`src/rtl/fifo_mem_pkg.sv`:
```
// Shared types and helpers for the FIFO storage array.
//   rw_mode_e    : same-address read/write collision behaviour (RF = read-first, WF = write-first)
//   init_state_e : post-reset clear sequencer states
//   nlane()      : number of byte-enable lanes for a given data/lane width
package fifo_mem_pkg;

  typedef enum logic {RF, WF} rw_mode_e;

  typedef enum logic {IDLE, INIT} init_state_e;

  function automatic int unsigned nlane(int unsigned dwidth, int unsigned lane);
    return dwidth / lane;
  endfunction

endpackage

```
`src/rtl/fifo_mem_init.sv`:
```
// Post-reset clear sequencer for the FIFO storage array.
// Walks every address once after reset and requests a zero write to each.
//   clk       : clock, rising edge
//   rst       : synchronous reset, active-high; restarts the clear from address 0
//   init_busy : clear in progress (also high while rst is held)
//   init_we   : write-zero request for init_addr this cycle
//   init_addr : address being cleared
module fifo_mem_init
  import fifo_mem_pkg::*;
#(
  parameter int unsigned AWIDTH        = 4,
  parameter bit          INIT_ON_RESET = 1'b1
) (
  input  logic              clk,
  input  logic              rst,
  output logic              init_busy,
  output logic              init_we,
  output logic [AWIDTH-1:0] init_addr
);

  localparam int unsigned      DEPTH = 2 ** AWIDTH;
  // One extra counter bit so the counter never wraps before the last entry is cleared.
  localparam logic [AWIDTH:0]  LAST  = (AWIDTH + 1)'(DEPTH - 1);
  localparam logic [AWIDTH:0]  ONE   = (AWIDTH + 1)'(1);

  init_state_e       state, state_next;
  logic [AWIDTH:0]   cnt, cnt_next;

  always_ff @(posedge clk) begin
    if (rst) begin
      if (INIT_ON_RESET) state <= INIT;
      else               state <= IDLE;
      cnt <= '0;
    end else begin
      state <= state_next;
      cnt   <= cnt_next;
    end
  end

  always_comb begin
    state_next = state;
    cnt_next   = cnt;
    init_we    = 1'b0;
    init_busy  = rst || (state == INIT);
    if ((state == INIT) && !rst) begin
      init_we  = 1'b1;
      cnt_next = cnt + ONE;
      if (cnt == LAST) state_next = IDLE;
    end
  end

  assign init_addr = cnt[AWIDTH-1:0];

endmodule

```
`src/rtl/fifo_mem_pipe.sv`:
```
// FIFO storage array: one write port with byte-lane enables, one registered
// read port with 1- or 2-cycle latency and a matching valid strobe,
// selectable same-address collision semantics and optional post-reset clear.
//   clk       : clock, rising edge
//   rst       : synchronous reset, active-high (does not touch array contents)
//   wren      : write request
//   wbe       : lane write enables, qualified by wren
//   waddr     : write address
//   wdata     : write data
//   rden      : read request
//   raddr     : read address
//   rdata     : registered read data, holds when rvalid is low
//   rvalid    : rdata carries a read issued RD_LATENCY cycles earlier
//   init_busy : array clear in progress; wren/rden ignored
module fifo_mem_pipe
  import fifo_mem_pkg::*;
#(
  parameter int unsigned DWIDTH        = 32,
  parameter int unsigned AWIDTH        = 4,
  parameter int unsigned LANE          = 8,
  parameter int unsigned RD_LATENCY    = 1,
  parameter rw_mode_e    RW_MODE       = RF,
  parameter bit          INIT_ON_RESET = 1'b1,
  localparam int unsigned NLANE        = nlane(DWIDTH, LANE)
) (
  input  logic              clk,
  input  logic              rst,
  input  logic              wren,
  input  logic [NLANE-1:0]  wbe,
  input  logic [AWIDTH-1:0] waddr,
  input  logic [DWIDTH-1:0] wdata,
  input  logic              rden,
  input  logic [AWIDTH-1:0] raddr,
  output logic [DWIDTH-1:0] rdata,
  output logic              rvalid,
  output logic              init_busy
);

  localparam int unsigned DEPTH = 2 ** AWIDTH;

  if ((RD_LATENCY != 1) && (RD_LATENCY != 2)) begin : g_bad_latency
    $error("fifo_mem_pipe: RD_LATENCY must be 1 or 2");
  end
  if ((DWIDTH % LANE) != 0) begin : g_bad_lane
    $error("fifo_mem_pipe: DWIDTH must be a multiple of LANE");
  end

  logic              init_we;
  logic [AWIDTH-1:0] init_addr;

  fifo_mem_init #(
    .AWIDTH        (AWIDTH),
    .INIT_ON_RESET (INIT_ON_RESET)
  ) u_init (
    .clk       (clk),
    .rst       (rst),
    .init_busy (init_busy),
    .init_we   (init_we),
    .init_addr (init_addr)
  );

  logic [DWIDTH-1:0] mem [DEPTH];
  logic              wr_active, rd_active;
  logic [DWIDTH-1:0] merged, rd_word;

  assign wr_active = wren && !init_busy;
  assign rd_active = rden && !init_busy;

  // Word as it will look after this cycle's write: enabled lanes from wdata.
  always_comb begin
    merged = mem[waddr];
    for (int unsigned i = 0; i < NLANE; i++) begin
      if (wbe[i]) merged[i*LANE +: LANE] = wdata[i*LANE +: LANE];
    end
  end

  // Write-first forwards the merged word; read-first sees the array as-is.
  always_comb begin
    rd_word = mem[raddr];
    if ((RW_MODE == WF) && wr_active && (waddr == raddr)) rd_word = merged;
  end

  // Clear sequencer owns the write port while busy; user writes are blocked then.
  always_ff @(posedge clk) begin
    if (init_we)        mem[init_addr] <= '0;
    else if (wr_active) mem[waddr]     <= merged;
  end

  logic              s1_valid;
  logic [DWIDTH-1:0] s1_data;

  always_ff @(posedge clk) begin
    if (rst) begin
      s1_valid <= 1'b0;
      s1_data  <= '0;
    end else begin
      s1_valid <= rd_active;
      if (rd_active) s1_data <= rd_word;
    end
  end

  if (RD_LATENCY == 2) begin : g_lat2
    logic              s2_valid;
    logic [DWIDTH-1:0] s2_data;

    always_ff @(posedge clk) begin
      if (rst) begin
        s2_valid <= 1'b0;
        s2_data  <= '0;
      end else begin
        s2_valid <= s1_valid;
        if (s1_valid) s2_data <= s1_data;
      end
    end

    assign rdata  = s2_data;
    assign rvalid = s2_valid;
  end else begin : g_lat1
    assign rdata  = s1_data;
    assign rvalid = s1_valid;
  end

endmodule
```
`config.mk`:
```
export PLATFORM = sky130hd
export DESIGN_NAME = fifo_mem_pipe
export DESIGN_NICKNAME = d
export VERILOG_FILES = /design/src/rtl/fifo_mem_pkg.sv /design/src/rtl/fifo_mem_init.sv /design/src/rtl/fifo_mem_pipe.sv
export SDC_FILE = /design/constraint.sdc
export NUM_CORES = 1
export LEC_CHECK = 0
export CORE_UTILIZATION = 35
export CTS_CLUSTER_DIAMETER = 200
export DETAILED_ROUTE_END_ITERATION = 6
export GPL_TIMING_DRIVEN = 0
export SYNTH_ARGS = -nofsm -noshare
export SYNTH_HDL_FRONTEND = slang
export SYNTH_SLANG_ARGS = --single-unit
```
`constraint.sdc`:
```
create_clock -name clk -period 2.67 [get_ports clk]
set_input_delay 0.267 -clock clk [delete_from_list [all_inputs] [get_ports clk]]
set_output_delay 0.267 -clock clk [all_outputs]
set_load 0.02 [all_outputs]
```
=== Word-level counts from Yosys, hierarchy flattened ===
Memory sizes are Yosys's and may differ from the RTL's. A register that Yosys moved wholly into a read port is not among the register bits.
Cells that the tools add are included.
Widths: inputs -> output; s select.

* Output and inout port bits: 34
* Logic and storage cells: 35
* Input bits: 48
* Memories: 1
* RAM bits: 512
* Register bits: 7

* Equality and inequality tests: 5
* Mux-type cells: 13
* Add/sub/neg operators: 1
* Reduce and logical (&&, ||, !) cells: 12

{| class="wikitable"
|+ Memories
! memory !! depth !! bits a word !! rd ports !! clocked after memory_dff !! write ports !! line !! RTL
|-
| mem || 16 || 32 || 1 || 1 || 1 || fifo_mem_pipe.sv:62 || <nowiki>logic [DWIDTH-1:0] mem [DEPTH];</nowiki>
|}

{| class="wikitable"
|+ Operators by type and width
! kind !! number
|-
| $mux 32 || 1
|-
| $mux 8 || 4
|-
| $reduce_or 32->1 || 1
|-
| $reduce_and 2->1 || 5
|-
| $mux 4 || 2
|-
| $mux 1 || 6
|-
| $add 5x1->5 const B || 1
|-
| $eq 5x4->1 const B || 1
|-
| $ne 1x1->1 const B || 4
|-
| $logic_and 1x1->1 || 3
|-
| $logic_not 1->1 || 2
|-
| $logic_or 1x1->1 || 1
|}

=== Depth between registers and ports, before layout ===
Gate-level depths: netlist of the first run.

* Word-level depth: 9
* Mapped depth: 8
* Gate-level depth less buffers: 4

=== Cells and area by module ===
Synthesis of the first run repeated with hierarchy kept, for this count alone.

* Cell total of the unflattened synthesis: 1,108
* Area total of the unflattened synthesis: 21,753.4 sq um

{| class="wikitable"
|+ By module, submodules not included
! module !! area each (sq um) !! sequential area each (sq um) !! cells an instance !! times used
|-
| fifo_mem_pipe || 21,414.3 || 16,035.4 || 1,075 || 1
|-
| fifo_mem_init || 339.1 || 120.1 || 33 || 1
|}

=== Least setup slack after synthesis of the first run ===
OpenSTA, ideal clock, no wires.

* Path type: input port to flip-flop
* Start point: in wbe[0]
* End point: mem mem[10][0] (enable)
* Setup slack: 0.051 ns
* Path buffers: 3
* Data arrival time: 2.235 ns
* Stages: 7
* Library setup time: 0.383 ns
* Required time: 2.287 ns
* Cell sequence: or4_4 > and3_1 > buf_6 > buf_6 > mux2i_4 > buf_6 > nor3_1

* Cells in the longest elaborated chain, start to end: 4
* Elaborated cells on any way between the ends: 5

{| class="wikitable"
|+ Ends and longest elaborated chain
! element !! line !! RTL
|-
| from (decl) || fifo_mem_pipe.sv:29 || <nowiki>input logic [NLANE-1:0] wbe,</nowiki>
|-
| $ne 1x1->1 (no source line) (*) || -- ||
|-
| $reduce_and 2->1 (no source line) (*) || -- ||
|-
| $reduce_or 32->1 (no source line) || -- ||
|-
| $mux 4 (no source line) || -- ||
|-
| to (decl) || fifo_mem_pipe.sv:62 ||
|}

Every way passes the cells marked *; elsewhere a longest branch is shown, timed or not.

=== Worst setup path in the final report of the first run ===
* Start point: in wbe[0]
* End point: mem mem[0][17] (enable)

* Cells in the longest elaborated chain, start to end: 4
* Elaborated cells on any way between the ends: 5

{| class="wikitable"
|+ Ends and longest elaborated chain
! element
|-
| $ne 1x1->1 (no source line) (*)
|-
| $reduce_and 2->1 (no source line) (*)
|-
| $reduce_or 32->1 (no source line) (*)
|-
| $mux 4 (no source line)
|}

Marked as above.

==> flow_metrics.tcl, run 1 <==
set metrics [dict create \
    numCtsBuffers 54 \
    finalHoldViolations 0 \
    grt_pass1_vias 11500 \
    syn_inst 1103 \
    power_frac_seq 0.519 \
    core_sq_um 60500 \
    setup_slack_ns 0.0132 \
    maxSlewViolCount 0 \
    ys_warn_count 0 \
    portBuffers 79 \
    fin_crit_ns 2.66 \
    wl_per_cell_um 26.1 \
    power_density_nw_per_um2 684 \
    clk_path_buf_depth 3 \
    clock-skew-final_ns 0.0121 \
    tightest_slew_ns 1.25 \
    nets 1351 \
    cap_viol_max_count 0 \
    crit_type "input pin to flop" \
    setup_viol 0 \
    pre_cts_slack_ns -1.12 \
    synth_area_leaders "edfxtp_1, mux4_2, mux2i_1" \
    nFillCells 5098 \
    async_flop_share 0 \
    hpwl_mm 36.3 \
    p_comb_frac 0.053 \
    slew_headroom 0.166 \
    cp_max_fo 10 \
    cp_common_cell "buf_6" \
    synth.yosys.seq_area_share 0.752 \
    place_congestion 0.817 \
    ir_worst_vdd_mv 0.468 \
    globalRouteOverflowTotal 0 \
    synth_cell_types 34 \
    syn_area_sq_um 21500 \
    status "complete, no violations" \
    fmax_ghz 0.376 \
    p_int_mw 14.4 \
    grt_max_degree 17 \
    path_cells "clkdlybuf4s50_1, or4_4, and3_1, buf_6, buf_6, mux2i_4, nor3_2" \
    grt_first_pass_wirelength_mm 78.6 \
    drtIter0Drc 1064 \
    area_growth_pct 24.0 \
    die_area_sq_um 62400 \
    antenna_cells 0 \
    slowest_delay_ns 0.80 \
    hold_slack_ns 0.356 \
    io_pins 82 \
    cp.required_ns 2.89 \
    yosys_most_used_dff "edfxtp_1" \
    clkPwrFrac 0.429 \
    clk_pin_slew_worst_paths_ns 0.06 \
    post-route-period-util 0.995 \
    synth_nets 1153 \
    h-tree-depth 2 \
    clock_latency_ns 0.61 \
    avgSynthCellArea_sq_um 19.5 \
    antenna_found_initial 0 \
    cpMaxStageDelayCell "nor3_2" \
    yosys_register_bits 551 \
    totalWireLength_mm 55.6 \
    ant_nets 0 \
    hold_path.class "input pin to flop" \
    p_leak_nw 8.19 \
    vias 11400 \
    netlist.area_leader.share 0.715 \
    mostFrequentLayoutCells "edfxtp_1, mux2i_1, mux4_2" \
    yosysTopAreaCell "edfxtp_1" \
    rows 90 \
    cts-root-buf "clkbuf_16" \
    cts_sinks 551 \
    start_util 0.355 \
    layout-drive-gt1-share 0.272 \
    end_kind "flop" \
    viasPerCell 5.36 \
    cp.arrival_ns 2.88 \
    track_usage 0.175 \
    cts_tree "built" \
    layout_commonest_cell "edfxtp_1" \
    start_kind "input pin" \
    power_switching_mw 3.84 \
    die_w_um 250 \
    synth-edff-count 512 \
    die_h_um 250 \
    switching_share 0.211 \
    drc 0 \
    drt_pass1_iterations 5 \
]
-- final timing paths --
kind / startpoint / end / slack [ns] / cells past startpoint
hold reg to reg: rdata[12] / rdata[12] / 0.48 / 2
hold / removal: raddr[1] / rdata[21] / 0.36 / 5
setup reg to reg: u_init.state / mem[15][5] / 0.09 / 6
setup / recovery: wbe[0] / mem[0][17] / 0.01 / 7
-- final cells by class --
type	instances	area [sq um]	area share
plain buffers	75	385	0.0145
multi-input cells	474	5630	0.211
flip-flops and latches	551	16200	0.606
inverters	3	11.3	0.000422
repair buffers	142	1660	0.0624
clock inverters	29	307	0.0115
clock buffers	73	1530	0.0573
well taps	782	978	0.0367
-- cells by family after synthesis --
logic type | share of synthesized area
adders and majority gates | 0.00116
DFF | 0.752
muxes | 0.156
AOI/OAI and AO/OA | 0.0389
xor gates and xnor gates | 0.00122
buffers and inverters | 0.0174
and+or+nand+nor | 0.0333
-- critical path: cells and delay by family --
kind,cells,cell delay (ns)
simple gates,3,1.57
buf+inv,3,0.76
mux,1,0.27
-- cell usage after synthesis (all sizes together) (5+ instances only) --
master,n
a21oi,5
a22oi,53
a32oi,21
and2,34
buf,35
clkbuf,40
dfxtp,39
edfxtp,512
mux2,11
mux2i,123
mux4,86
nor2,11
nor2b,10
nor3,64
o21ai,32
-- state kept, by name, summed over array words and instances (netlist names) --
signal	flops
rvalid	1
u_init.state	1
u_init.cnt	5
mem	512
rdata	32
-- through the flow --
stage	total power, mW	std cells	area [sq um]	util	setup TNS (ns)
global route	18.7	2129	26700	0.441	-0.796
floorplan	10.1	1103	21500	-	0
detailed placement	10.5	1980	23600	0.391	-554.57
global placement	10.4	1964	23300	0.385	-746.82
CTS	18.2	2087	25800	0.426	-44.53
finish	18.2	2129	26700	0.441	0
-- per-layer routing --
| metal | vias to the layer above | wire length [um] | track usage |
|---|---|---|---|
| met5 | - | 0 | 0 |
| met4 | 0 | 1280 | 0.0554 |
| met3 | 89 | 3280 | 0.0278 |
| met2 | 423 | 27400 | 0.288 |
| met1 | 5952 | 23700 | 0.237 |
| li1 | 4940 | - | - |
-- power by group through the flow --
| stage | clock [mW] | combinational (mW) | sequential, mW |
|---|---|---|---|
| 6_report | 7.82 | 0.963 | 9.46 |
| 5_1_grt | 8.24 | 1.00 | 9.47 |
| 4_1_cts | 7.90 | 0.872 | 9.46 |
| 3_5_place_dp | 0 | 0.837 | 9.65 |
| 3_3_place_gp | 0 | 0.791 | 9.64 |
| 2_1_floorplan | 0 | 0.477 | 9.63 |
-- what timing repair did --
item,4_1_cts,5_1_grt
resized for setup,46,64
setup endpoints to repair,686,711
hold buffers,0,0
buffers inserted,5,42
pin swaps,5,26
Note: power is estimated with default switching activity, not from simulation.
==> run 2, diff against run 1 <==
- TNS_END_PERCENT: unset -> 30
- clock period: 2.67 -> 2.9 ns (I/O delays scaled with it)
==> run 2 against run 1 <==
The run now ends with setup timing left; flip-flop and latch count did not move; cell count down 2.1%; hold slack improved by 0.028 ns; critical path type is now flop to flop.
==> flow_metrics.tcl, run 2 (synthesis gave the netlist of run 1 again) <==
set metrics [dict create \
    rsz0062_at_grt "true" \
    final_util 0.425 \
    reg2reg_from "u_init.state" \
    grt_first_pass_wirelength_mm 78.3 \
    totalNegativeSetupSlack_ns -2.25 \
    min_delay_path_depth 5 \
    ant_nets 0 \
    path_cells "clkbuf_1, a21oi_1, or2_2, buf_1, clkbuf_1, nor3_2" \
    drtIter0Drc 924 \
    start_kind "flop" \
    total_power_mw 16.7 \
    slew_headroom 0.103 \
    cp_max_fo 10 \
    hp-start "raddr[1]" \
    fin_crit_ns 2.97 \
    largest_reg_flops 512 \
    cts-root-buf "clkbuf_16" \
    tightest_slew_ns 1.35 \
    crit-reg2reg-capture "mem[12][11]" \
    grt_max_degree 17 \
    nFillCells 5229 \
    hpwl_mm 36.3 \
    antenna_cells 0 \
    cpMaxStageDelayCell "nor3_2" \
    numCtsBuffers 54 \
    post-route-period-util 1.02 \
    drt_pass1_iterations 5 \
    die_h_um 250 \
    die_w_um 250 \
    cts_tree "built" \
    track_usage 0.175 \
    cts_sinks 551 \
    clk_pin_slew_worst_paths_ns 0.06 \
    rows 90 \
    globalRouteOverflowTotal 0 \
    rrSetupSlack_ns -0.07 \
    clock_latency_ns 0.60 \
    clk_path_buf_depth 3 \
    h-tree-depth 2 \
    layout-drive-gt1-share 0.235 \
    drc 0 \
    viasPerCell 5.35 \
    hold_end "rdata[21]" \
    portBuffers 79 \
    fmax_ghz 0.337 \
    cap_viol_max_count 0 \
    place_congestion 0.817 \
    p_leak_nw 7.66 \
    finalHoldViolations 0 \
    hold_path.class "input pin to flop" \
    cp.required_ns 3.12 \
    crit_path_start "u_init.state" \
    power_density_nw_per_um2 650 \
    worst_r2r_path_depth 6 \
    status "finished with violations" \
    maxSlewViolCount 0 \
    violations "setup timing" \
    top_register "mem" \
    crit_type "flop to flop" \
    totalWireLength_mm 54.3 \
    cp.arrival_ns 3.19 \
    die_area_sq_um 62400 \
    setup_viol 85 \
    ir_worst_vdd_mv 0.442 \
    slowest_delay_ns 0.84 \
    clock-skew-final_ns 0.0126 \
    start_util 0.355 \
    io_pins 82 \
    setup_slack_ns -0.0660 \
    grt_pass1_vias 11500 \
    core_sq_um 60500 \
    area_growth_pct 19.5 \
    nets 1306 \
    end_kind "flop" \
    layout_commonest_cell "edfxtp_1" \
    wl_per_cell_um 26.0 \
    cp_common_cell "clkbuf_1" \
    vias 11200 \
    mostFrequentLayoutCells "edfxtp_1, mux2i_1, mux4_2" \
    antenna_found_initial 0 \
]
run 2: routing by layer:
metal  GRT usage  vias up  routed length [um]
met5           0        -                   0
met4      0.0549        0                1280
met3      0.0302       73                3190
met2       0.287      388               26700
met1       0.235     5854               23100
li1            -     4844                   -
run 2: area by class of cell:
cell class / count / area [sq um] / share of cell area
flip-flops and latches: 551 / 16200 / 0.629
clock buffers: 73 / 1530 / 0.0594
plain buffers: 75 / 364 / 0.0142
multi-input cells: 474 / 5370 / 0.209
clock inverters: 29 / 307 / 0.0119
repair buffers: 97 / 976 / 0.0380
inverters: 3 / 11.3 / 0.000438
well taps: 782 / 978 / 0.0381
run 2: stage by stage:
stage                     area [sq um]  cells  worst slack [ns]  hold WS [ns]
after floorplan                  21500   1103             0.258         0.435
after global placement           23300   1964             -1.25         0.459
after detailed placement         23600   1980            -0.916         0.464
after CTS                        25500   2082            -0.345         0.362
after global routing             25700   2084            -0.251         0.432
final                            25700   2084           -0.0660         0.384
run 2: worst max path at each step:
stage / endpoint / cells past startpoint / slack (ns)
global placement: mem[7][12] / 8 / -1.25
CTS: mem[10][25] / 6 / -0.35
floorplan: mem[10][0] / 7 / 0.26
detailed placement: mem[11][25] / 8 / -0.92
global route: mem[12][10] / 6 / -0.25
finish: mem[12][11] / 6 / -0.07
run 2: worst max-delay path, delay by kind of cell (launching register included):
| family | cells | cell delay (ns) |
|---|---|---|
| buffers and inverters | 3 | 0.97 |
| flip-flops | 1 | 0.35 |
| AO/OA/AOI/OAI | 1 | 0.06 |
| AND/OR/NAND/NOR | 2 | 1.19 |
run 2: power breakdown:
group,internal (mW),switching (mW)
Clock,4.23,2.96
Combinational,0.309,0.487
Sequential,8.68,0.0294
Total,13.2,3.48
run 2: what timing repair did:
| action | 4_1_cts | 5_1_grt |
|---|---|---|
| hold buffers | 0 | 0 |
| resized for setup | 13 | 25 |
| endpoints found under the setup margin | 154 | 431 |
| pin swaps | 0 | 1 |
| setup buffers | 0 | 1 |
| hold endpoints to repair | 0 | 0 |
==> run 3, diff against run 2 <==
==> constraint.sdc (replaced) <==
create_clock -name clk -period 2.9 [get_ports clk]
set_input_delay 0.29 -clock clk [delete_from_list [all_inputs] [get_ports clk]]
set_output_delay 0.29 -clock clk [all_outputs]
set_load 0.005 [all_outputs]
==> results of run 3 <==
The final DEF is identical to that of run 2. Status: finished with violations: setup timing.
